File: config.mk
export PLATFORM = sky130hd
export DESIGN_NAME = alu_bist_driver
export DESIGN_NICKNAME = d
export VERILOG_FILES = /design/src/rtl/alu_pkg.sv /design/src/rtl/alu_golden_model.sv /design/src/rtl/alu_bist_driver.sv
export SDC_FILE = /design/constraint.sdc
export NUM_CORES = 1
export LEC_CHECK = 0
export BUFFER_PORTS_ARGS = -buffer_cell sky130_fd_sc_hd__buf_4
export CAP_MARGIN = 20
export CORE_ASPECT_RATIO = 0.5
export CORE_MARGIN = 2
export CORE_UTILIZATION = 30
export DETAILED_ROUTE_END_ITERATION = 6
export HOLD_SLACK_MARGIN = 0.03
export PLACE_DENSITY = 0.46
export SYNTH_ARGS = -nofsm -noshare
export SYNTH_HDL_FRONTEND = slang
export SYNTH_HIERARCHICAL = 1
export SYNTH_SLANG_ARGS = --single-unit
File: constraint.sdc
create_clock -name i_clk -period 2.85 [get_ports i_clk]
set_input_delay 0.4275 -clock i_clk [delete_from_list [all_inputs] [get_ports i_clk]]
set_output_delay 0.4275 -clock i_clk [all_outputs]
set_load 0.01 [all_outputs]
File: src/rtl/alu_pkg.sv
// Shared definitions for the mini ALU: function codes, default width and the
// BIST driver state encoding.
package alu_pkg;

  localparam int DEFAULT_WIDTH = 6;

  localparam logic [2:0] FXN_PASS_A = 3'b000;
  localparam logic [2:0] FXN_PASS_B = 3'b001;
  localparam logic [2:0] FXN_NEG_A  = 3'b010;
  localparam logic [2:0] FXN_NEG_B  = 3'b011;
  localparam logic [2:0] FXN_SLT    = 3'b100;
  localparam logic [2:0] FXN_XNOR   = 3'b101;
  localparam logic [2:0] FXN_ADD    = 3'b110;
  localparam logic [2:0] FXN_SUB    = 3'b111;

  localparam logic [2:0] FXN_LAST   = FXN_SUB;

  typedef enum logic [1:0] {
    ST_IDLE   = 2'd0,
    ST_DRIVE  = 2'd1,
    ST_SAMPLE = 2'd2,
    ST_DONE   = 2'd3
  } bist_state_t;

endpackage

File: src/rtl/alu_golden_model.sv
// Combinational reference for the mini ALU: maps (A, B, fxn) to the result
// the datapath must produce, all arithmetic mod 2^WIDTH.
module alu_golden_model
  import alu_pkg::*;
#(
  parameter int WIDTH = DEFAULT_WIDTH
)(
  input  logic [WIDTH-1:0] i_a,
  input  logic [WIDTH-1:0] i_b,
  input  logic [2:0]       i_fxn,
  output logic [WIDTH-1:0] o_expected
);

  logic w_lt;

  assign w_lt = ($signed(i_a) < $signed(i_b));

  always_comb begin
    o_expected = '0;
    case (i_fxn)
      FXN_PASS_A: o_expected = i_a;
      FXN_PASS_B: o_expected = i_b;
      FXN_NEG_A:  o_expected = -i_a;
      FXN_NEG_B:  o_expected = -i_b;
      FXN_SLT:    o_expected = {{(WIDTH-1){1'b0}}, w_lt};
      FXN_XNOR:   o_expected = ~(i_a ^ i_b);
      FXN_ADD:    o_expected = i_a + i_b;
      FXN_SUB:    o_expected = i_a - i_b;
      default:    o_expected = '0;
    endcase
  end

endmodule

File: src/rtl/alu_bist_driver.sv
// Built-in self-test initiator for the mini ALU: sweeps every function code
// over NUM_VEC operand pairs, checks X against the golden model and keeps score.
module alu_bist_driver
  import alu_pkg::*;
#(
  parameter  int          WIDTH   = DEFAULT_WIDTH,
  parameter  int          NUM_VEC = 4,
  parameter  int unsigned STRIDE  = 1,
  parameter  int          SETTLE  = 2,
  localparam int          CNT_W   = $clog2(8*NUM_VEC+1)
)(
  input  logic             i_clk,
  input  logic             i_rst_n,
  input  logic             i_start,
  output logic [WIDTH-1:0] o_alu_a,
  output logic [WIDTH-1:0] o_alu_b,
  output logic [2:0]       o_alu_fxn,
  input  logic [WIDTH-1:0] i_alu_x,
  output logic             o_busy,
  output logic             o_done,
  output logic [CNT_W-1:0] o_pass_count,
  output logic [CNT_W-1:0] o_total_count,
  output logic             o_fail_seen,
  output logic [2:0]       o_fail_fxn,
  output logic [WIDTH-1:0] o_fail_a,
  output logic [WIDTH-1:0] o_fail_b,
  output logic [WIDTH-1:0] o_fail_x
);

  localparam int OP_W  = 2*WIDTH;
  localparam int IDX_W = (NUM_VEC > 1) ? $clog2(NUM_VEC) : 1;
  localparam int SET_W = (SETTLE  > 1) ? $clog2(SETTLE)  : 1;

  localparam logic [OP_W-1:0]  STEP     = OP_W'(STRIDE);
  localparam logic [IDX_W-1:0] IDX_LAST = IDX_W'(NUM_VEC-1);
  localparam logic [SET_W-1:0] SET_LAST = SET_W'(SETTLE-1);

  bist_state_t      r_state;
  bist_state_t      w_next_state;

  logic [SET_W-1:0] r_settle;
  logic [IDX_W-1:0] r_idx;
  logic [2:0]       r_fxn;
  logic [OP_W-1:0]  r_ops;

  logic [CNT_W-1:0] r_pass;
  logic [CNT_W-1:0] r_total;
  logic             r_fail_seen;
  logic [2:0]       r_fail_fxn;
  logic [WIDTH-1:0] r_fail_a;
  logic [WIDTH-1:0] r_fail_b;
  logic [WIDTH-1:0] r_fail_x;

  logic [WIDTH-1:0] w_op_a;
  logic [WIDTH-1:0] w_op_b;
  logic [WIDTH-1:0] w_expected;
  logic             w_match;
  logic             w_launch;
  logic             w_settle_last;
  logic             w_idx_last;
  logic             w_last_vec;

  assign w_op_a        = r_ops[OP_W-1:WIDTH];
  assign w_op_b        = r_ops[WIDTH-1:0];
  assign w_match       = (i_alu_x == w_expected);
  assign w_launch      = i_start && ((r_state == ST_IDLE) || (r_state == ST_DONE));
  assign w_settle_last = (r_settle == SET_LAST);
  assign w_idx_last    = (r_idx == IDX_LAST);
  assign w_last_vec    = w_idx_last && (r_fxn == FXN_LAST);

  alu_golden_model #(
    .WIDTH (WIDTH)
  ) u_golden (
    .i_a        (w_op_a),
    .i_b        (w_op_b),
    .i_fxn      (r_fxn),
    .o_expected (w_expected)
  );

  always_ff @(posedge i_clk or negedge i_rst_n) begin
    if (!i_rst_n) begin
      r_state <= ST_IDLE;
    end else begin
      r_state <= w_next_state;
    end
  end

  always_comb begin
    w_next_state = r_state;
    o_busy       = 1'b0;
    o_done       = 1'b0;
    case (r_state)
      ST_IDLE: begin
        if (i_start) w_next_state = ST_DRIVE;
      end
      ST_DRIVE: begin
        o_busy = 1'b1;
        if (w_settle_last) w_next_state = ST_SAMPLE;
      end
      ST_SAMPLE: begin
        o_busy       = 1'b1;
        w_next_state = w_last_vec ? ST_DONE : ST_DRIVE;
      end
      ST_DONE: begin
        o_done = 1'b1;
        if (i_start) w_next_state = ST_DRIVE;
      end
      default: w_next_state = ST_IDLE;
    endcase
  end

  // Vector sequencing: index is the inner loop, fxn the outer; the operand
  // counter restarts from zero for every function code.
  always_ff @(posedge i_clk or negedge i_rst_n) begin
    if (!i_rst_n) begin
      r_settle <= '0;
      r_idx    <= '0;
      r_fxn    <= '0;
      r_ops    <= '0;
    end else if (w_launch) begin
      r_settle <= '0;
      r_idx    <= '0;
      r_fxn    <= '0;
      r_ops    <= '0;
    end else if (r_state == ST_DRIVE) begin
      r_settle <= w_settle_last ? '0 : r_settle + SET_W'(1);
    end else if ((r_state == ST_SAMPLE) && !w_last_vec) begin
      if (w_idx_last) begin
        r_idx <= '0;
        r_ops <= '0;
        r_fxn <= r_fxn + 3'd1;
      end else begin
        r_idx <= r_idx + IDX_W'(1);
        r_ops <= r_ops + STEP;
      end
    end
  end

  always_ff @(posedge i_clk or negedge i_rst_n) begin
    if (!i_rst_n) begin
      r_pass  <= '0;
      r_total <= '0;
    end else if (w_launch) begin
      r_pass  <= '0;
      r_total <= '0;
    end else if (r_state == ST_SAMPLE) begin
      r_total <= r_total + CNT_W'(1);
      if (w_match) r_pass <= r_pass + CNT_W'(1);
    end
  end

  // Only the first mismatch of a run is kept so the report points at the
  // earliest failing vector.
  always_ff @(posedge i_clk or negedge i_rst_n) begin
    if (!i_rst_n) begin
      r_fail_seen <= 1'b0;
      r_fail_fxn  <= '0;
      r_fail_a    <= '0;
      r_fail_b    <= '0;
      r_fail_x    <= '0;
    end else if (w_launch) begin
      r_fail_seen <= 1'b0;
      r_fail_fxn  <= '0;
      r_fail_a    <= '0;
      r_fail_b    <= '0;
      r_fail_x    <= '0;
    end else if ((r_state == ST_SAMPLE) && !w_match && !r_fail_seen) begin
      r_fail_seen <= 1'b1;
      r_fail_fxn  <= r_fxn;
      r_fail_a    <= w_op_a;
      r_fail_b    <= w_op_b;
      r_fail_x    <= i_alu_x;
    end
  end

  assign o_alu_a       = w_op_a;
  assign o_alu_b       = w_op_b;
  assign o_alu_fxn     = r_fxn;
  assign o_pass_count  = r_pass;
  assign o_total_count = r_total;
  assign o_fail_seen   = r_fail_seen;
  assign o_fail_fxn    = r_fail_fxn;
  assign o_fail_a      = r_fail_a;
  assign o_fail_b      = r_fail_b;
  assign o_fail_x      = r_fail_x;

endmodule

## Word level (Yosys, flattened, before mapping)

Cells that the tools add are included.

| cells by class | value |
|---|---|
| eq/ne operators | 15 |
| $add $sub $neg | 10 |
| multiplexer cells | 37 |
| reduce and logical (&&, ||, !) cells | 23 |
| bitwise gates (word level) | 2 |
| order comparisons | 1 |

Operator list:

| cell | count |
|---|---|
| 2-to-1 mux 6 bit | 11 |
| 2-to-1 mux 12 bit | 4 |
| case mux 6 bit (8 select lines) | 1 |
| 2-to-1 mux 3 bit | 6 |
| 2-to-1 mux 2 bit | 7 |
| adder 12 x 1 -> 12 bit, second input constant | 1 |
| adder 6 x 1 -> 6 bit, second input constant | 2 |
| == test 3 bit, second input constant | 4 |
| negator 6 bit | 2 |
| nonzero test 2 bit | 6 |
| 2-to-1 mux 1 bit | 7 |
| adder 6 bit | 1 |
| == test 2 bit, second input constant | 3 |
| == test 3 x 2 -> 1 bit, second input constant | 2 |
| == test 6 bit | 1 |
| less-than comparator 6 bit | 1 |
| inverter 6 bit | 1 |
| case mux 2 bit (3 select lines) | 1 |
| AND reduction 2 bit | 3 |
| subtractor 6 bit | 1 |
| XOR 6 bit | 1 |
| logical AND 1 bit | 5 |
| != test 2 bit, second input constant | 2 |
| OR reduction 2 bit | 2 |
| 11 further kinds | 13 |

| word-level totals | value |
|---|---|
| output and inout bits | 51 |
| register bits | 54 |
| input port bits | 9 |

## Longest topological paths before layout

| logic depth | value |
|---|---|
| depth in word-level cells | 9 |
| mapped depth | 14 |

## By module

Netlist, hierarchy kept.

Modules (own cells, without submodules):

| module | area an instance (um^2) | instances | cells an instance | sequential area each (um^2) |
|---|---|---|---|---|
| alu_bist_driver | 2587.5 | 1 | 240 | 1351.3 |
| alu_golden_model | 964.7 | 1 | 129 | 0.0 |

## Worst setup path after synthesis

No wires, ideal clock.

| timing path | value |
|---|---|
| path type | reg2reg |
| from | register r_ops[2] |
| to | register r_fail_b[3] (netlist: o_fail_b[3]) |
| setup slack | -0.117 ns |
| path buffers | 2 |
| cell stages (with the launch flop) | 15 |
| arrival | 2.846 ns |
| data required time | 2.729 ns |
| period minus slack after synthesis | 2.967 ns |
| setup time | 0.121 ns |
| cells stage by stage | dfrtp_1 -> inv_1 -> ha_1 -> buf_2 -> a21oi_1 -> nand2_1 -> a31oi_1 -> xnor2_1 -> nand4_1 -> a31oi_1 -> xor2_1 -> nor4_4 -> a31o_2 -> buf_2 -> a22o_1 |

RTL lines:

| what | line | source |
|---|---|---|
| from (decl) | alu_bist_driver.sv:44 | `logic [OP_W-1:0] r_ops;` |
| from (signal assigned) | alu_bist_driver.sv:134 | `r_ops <= r_ops + STEP;` |
| subtractor 6 bit, or another cell as far along | alu_golden_model.sv:28 | `FXN_SUB: o_expected = i_a - i_b;` |
| case mux 6 bit (8 select lines) (*) | alu_golden_model.sv:20 | `case (i_fxn)` |
| via w_expected[5] | alu_bist_driver.sv:56 | `logic [WIDTH-1:0] w_expected;` |
| == test 6 bit (*) | alu_bist_driver.sv:65 | `assign w_match = (i_alu_x == w_expected);` |
| zero test 1 bit (*) | alu_bist_driver.sv:167 | `end else if ((r_state == ST_SAMPLE) && !w_match && !r_fail_seen) begin` |
| logical AND 1 bit (*) (2 in a row) | alu_bist_driver.sv:167 |  |
| nonzero test 2 bit (no line) (*) | -- |  |
| to (signal assigned) | alu_bist_driver.sv:171 | `r_fail_b <= w_op_b;` |
| to (decl) | alu_bist_driver.sv:51 | `logic [WIDTH-1:0] r_fail_b;` |

Mark *: on every way through the listed nets, which the timed path passes. The rest lies on a longest branch.
A chain may end at the register's enable or synchronous reset.

## Worst setup path after layout

| timing path | value |
|---|---|
| from | register r_ops[2] |
| to | register r_fail_fxn[2] (netlist: o_fail_fxn[2]) |

RTL lines:

| what | line | source |
|---|---|---|
| subtractor 6 bit, or another cell as far along | alu_golden_model.sv:28 |  |
| case mux 6 bit (8 select lines) (*) | alu_golden_model.sv:20 |  |
| via w_expected[5] | alu_bist_driver.sv:56 |  |
| == test 6 bit (*) | alu_bist_driver.sv:65 |  |
| zero test 1 bit (*) | alu_bist_driver.sv:167 |  |
| logical AND 1 bit (*) (2 in a row) | alu_bist_driver.sv:167 |  |
| nonzero test 2 bit (no line) (*) | -- |  |
| to (signal assigned) | alu_bist_driver.sv:169 | `r_fail_fxn <= r_fxn;` |
| to (decl) | alu_bist_driver.sv:49 | `logic [2:0] r_fail_fxn;` |

Marked as above.

==> flow_summary.json <==
{
  "status": "complete, but fails checks",
  "violations": "negative setup slack",
  "clk_pin_slew_ps": 70,
  "critical_path.startpoint_type": "flop",
  "start_util": 0.3045,
  "htree_levels": 2,
  "regToRegStartpoint": "r_ops[2]$_DFFE_PN0P_",
  "grt_pass1_wl_mm": 17.12,
  "avgRoutedWirePerCell_um": 16.48,
  "fin_util": 0.4369,
  "crit_type": "reg2reg",
  "dp_hpwl_mm": 7.743,
  "worstMarginPinSlew_ps": 719.5,
  "crit_required_ps": 3030,
  "hold_viol_final": 0,
  "cp-endpoint": "o_fail_fxn[2]$_DFFE_PN0P_",
  "io-pin-count": 60,
  "synth_enable_flop_cells": 0,
  "grt.total_usage": 0.1758,
  "p_int_mw": 3.116,
  "p_sw_mw": 2.395,
  "report.final.slew_viol_count": 0,
  "diodes": 0,
  "startpoint": "r_ops[2]$_DFFE_PN0P_",
  "synth_area_per_cell_um2": 9.626,
  "peakVddDrop_mv": 0.4140,
  "die_w_um": 157.9,
  "drt_iter0_markers": 150,
  "cp.arrival_ps": 3220,
  "finalPower_mw": 5.511,
  "ys_ff_latch": 54,
  "clock_skew_ps": 3.404,
  "place_congestion": 0.8432,
  "ys.warnings.count": 6,
  "p_seq_frac": 0.217,
  "setup_violations": 28,
  "fin_crit_ps": 3042,
  "core-area_um2": 11670,
  "tns_ps": -3989,
  "worstPathMaxFanout": 8,
  "drt-total-wl_mm": 10.85,
  "stdcell_area_um2": 5097,
  "reg2reg_depth": 14,
  "cts_sinks": 54,
  "relSlewSlack": 0.5204,
  "reg2reg_setup_slack_ps": -190,
  "synth.distinct_cells": 59,
  "grt_overflow": 0,
  "route.detailed.drc": 0,
  "grt_antenna_before_repair": 0,
  "fmax_ghz": 0.3287,
  "leakagePower_nw": 2.384,
  "clk_latency_ps": 290,
  "cts_tree": "done",
  "layout-area-overhead-vs-synth_pct": 43.50,
  "syn_nets": 403,
  "multi_input_area_um2": 2213,
  "port_buffers": 59,
  "rows": 28,
  "p_clk_frac": 0.109,
  "power_density_nw_per_um2": 1081,
  "die_h_um": 80.95,
  "nets": 527,
  "ys_seq_area_frac": 0.3804,
  "drtAntennaViolNets": 0,
  "fin_crit_sh": 1.067,
  "worst_slack_ps": -192.2,
  "hold_ws_ps": 174.5,
  "grt_setup_unrepaired": "yes",
  "drt-vias-per-instance": 4.837,
  "power_frac_comb": 0.674,
  "hold_class": "in2async",
  "drv_cap": 0,
  "async_flop_share": 1.000,
  "dr_total_vias": 3183,
  "holdBufCountCts": 0,
  "grt_max_degree": 55,
  "synth_ff_type": "dfrtp_1",
  "clock_path_buffers": 2,
  "netlist_instances": 369,
  "dieArea_um2": 12780,
  "cts_made_buffers": 5,
  "reg2reg_to": "o_fail_fxn[2]$_DFFE_PN0P_",
  "register_area_um2": 1361,
  "place_area_um2": 4574,
  "first_pass_iters": 5,
  "swShare": 0.4346,
  "grt_pass1_vias": 3057,
  "netlist_area_um2": 3552,
  "n_fill_cell": 1117,
  "drive_gt1_frac": 0.4037,
  "root_buffer": "clkbuf_16",
  "endpoint_kind": "flop"
}
synthesized netlist by cell type, drive strengths merged, types with 2 or more instances:
cell,count,area (µm²)
dfrtp,54,1351
nand2,35,131.4
nor2,28,105.1
a21oi,24,120.1
ha,23,287.8
a22o,21,183.9
inv,20,75.07
o21ai,20,100.1
xnor2,14,122.6
xor2,14,122.6
buf,12,72.57
nand3,8,40.04
clkbuf,7,66.31
nand4,7,43.79
a211oi,6,50.05
a31oi,5,31.28
mux2i,5,50.05
nor3,5,30.03
nor4,5,46.29
a211o,4,36.29
a21o,4,31.28
a31o,4,35.04
nand2b,4,25.02
nand3b,4,30.03
or3,4,25.02
mux2,3,33.78
o211ai,3,22.52
a41o,2,20.02
fa,2,40.04
nand4b,2,17.52
or4,2,15.01
cells by family (layout without fill, tap and decap cells):
logic type,after synthesis,after routing,synth area share
xor+xnor,28,28,0.06904
buf+inv,39,163,0.06023
mux,9,9,0.02994
fa+ha+maj,25,25,0.09229
simple gates,111,111,0.1592
flops,54,54,0.3804
compound gates,103,103,0.2089
sequential cells by signal (all words and copies together) (netlist names), 2 cells and up:
register and flops:
o_alu_fxn 3, o_fail_a 6, o_fail_b 6, o_fail_fxn 3
o_fail_x 6, o_pass_count 6, o_total_count 6, r_idx 2
r_ops 12, r_state 2
power by group through the flow:
stage / logic (mW) / clock network, mW / registers [mW]
CTS: 3.49 / 0.626 / 1.18
floorplan: 1.79 / 0 / 1.30
finish: 3.72 / 0.601 / 1.19
global route: 4.09 / 0.658 / 1.22
detailed placement: 3.26 / 0 / 1.18
global placement: 3.27 / 0 / 1.18
cells in the final DEF (no fill, tap or decap), types with 4 or more instances in the layout:
| cell | n |
|---|---|
| a21oi_1 | 16 |
| a21oi_2 | 6 |
| a22o_1 | 21 |
| buf_4 | 129 |
| clkbuf_16 | 7 |
| dfrtp_1 | 46 |
| dfrtp_2 | 8 |
| ha_1 | 16 |
| ha_4 | 6 |
| inv_1 | 13 |
| inv_2 | 5 |
| mux2i_1 | 5 |
| nand2_1 | 35 |
| nand2b_1 | 4 |
| nand3_1 | 7 |
| nand3b_1 | 4 |
| nand4_1 | 7 |
| nor2_1 | 28 |
| o21ai_0 | 16 |
| o21ai_1 | 4 |
| or3_1 | 4 |
| xnor2_1 | 14 |
| xor2_1 | 13 |
per-layer routing:
layer | wire (µm) | vias up | GRT usage
li1 | - | 1579 | -
met1 | 5749 | 1565 | 0.2704
met2 | 4749 | 33 | 0.2583
met3 | 266 | 6 | 0.02882
met4 | 80 | 0 | 0.03273
met5 | 0 | - | 0
how the worst min path moves through the flow:
stage / start / end / slack [ps]
3_5_place_dp: r_idx[1]$_DFFE_PN0P_ / r_idx[1]$_DFFE_PN0P_ / 480
2_1_floorplan: i_rst_n / o_alu_fxn[0]$_DFFE_PN0P_ / 130
3_3_place_gp: r_idx[1]$_DFFE_PN0P_ / r_idx[1]$_DFFE_PN0P_ / 470
4_1_cts: i_rst_n / o_fail_a[5]$_DFFE_PN0P_ / 220
5_1_grt: i_rst_n / o_fail_a[5]$_DFFE_PN0P_ / 230
6_report: i_rst_n / o_fail_a[5]$_DFFE_PN0P_ / 170
stage by stage:
stage | setup WS, ps | instances
floorplan | -4.027 | 369
global placement | -287.0 | 638
detailed placement | -307.7 | 638
CTS | -169.9 | 651
global route | -311.1 | 658
finish | -192.2 | 658
what timing repair did:
action | CTS | global route
pin swaps | 10 | 15
gates cloned | 1 | 2
buffers inserted | 5 | 6
setup endpoints to repair | 28 | 28
gates resized for setup | 30 | 22
worst max-delay path, stage by stage (launching register included):
cell       delay (ps)
dfrtp_2           420
buf_4             180
ha_2              210
a221oi_2          250
o41ai_2           130
xnor2_1           160
a21oi_2           180
a31oi_4           120
xor2_2            210
nor4_4            350
buf_4             190
a211oi_4           50
buf_6             150
clkbuf_16         150
a22o_1            180
layout make-up:
type | count | share of cell area
inverters | 20 | 0.01571
clock buffers | 7 | 0.02602
flip-flops and latches | 54 | 0.2671
multi-input cells | 276 | 0.4342
well taps | 165 | 0.04050
repair buffers | 136 | 0.2165
(Power assumes the default switching activity.)
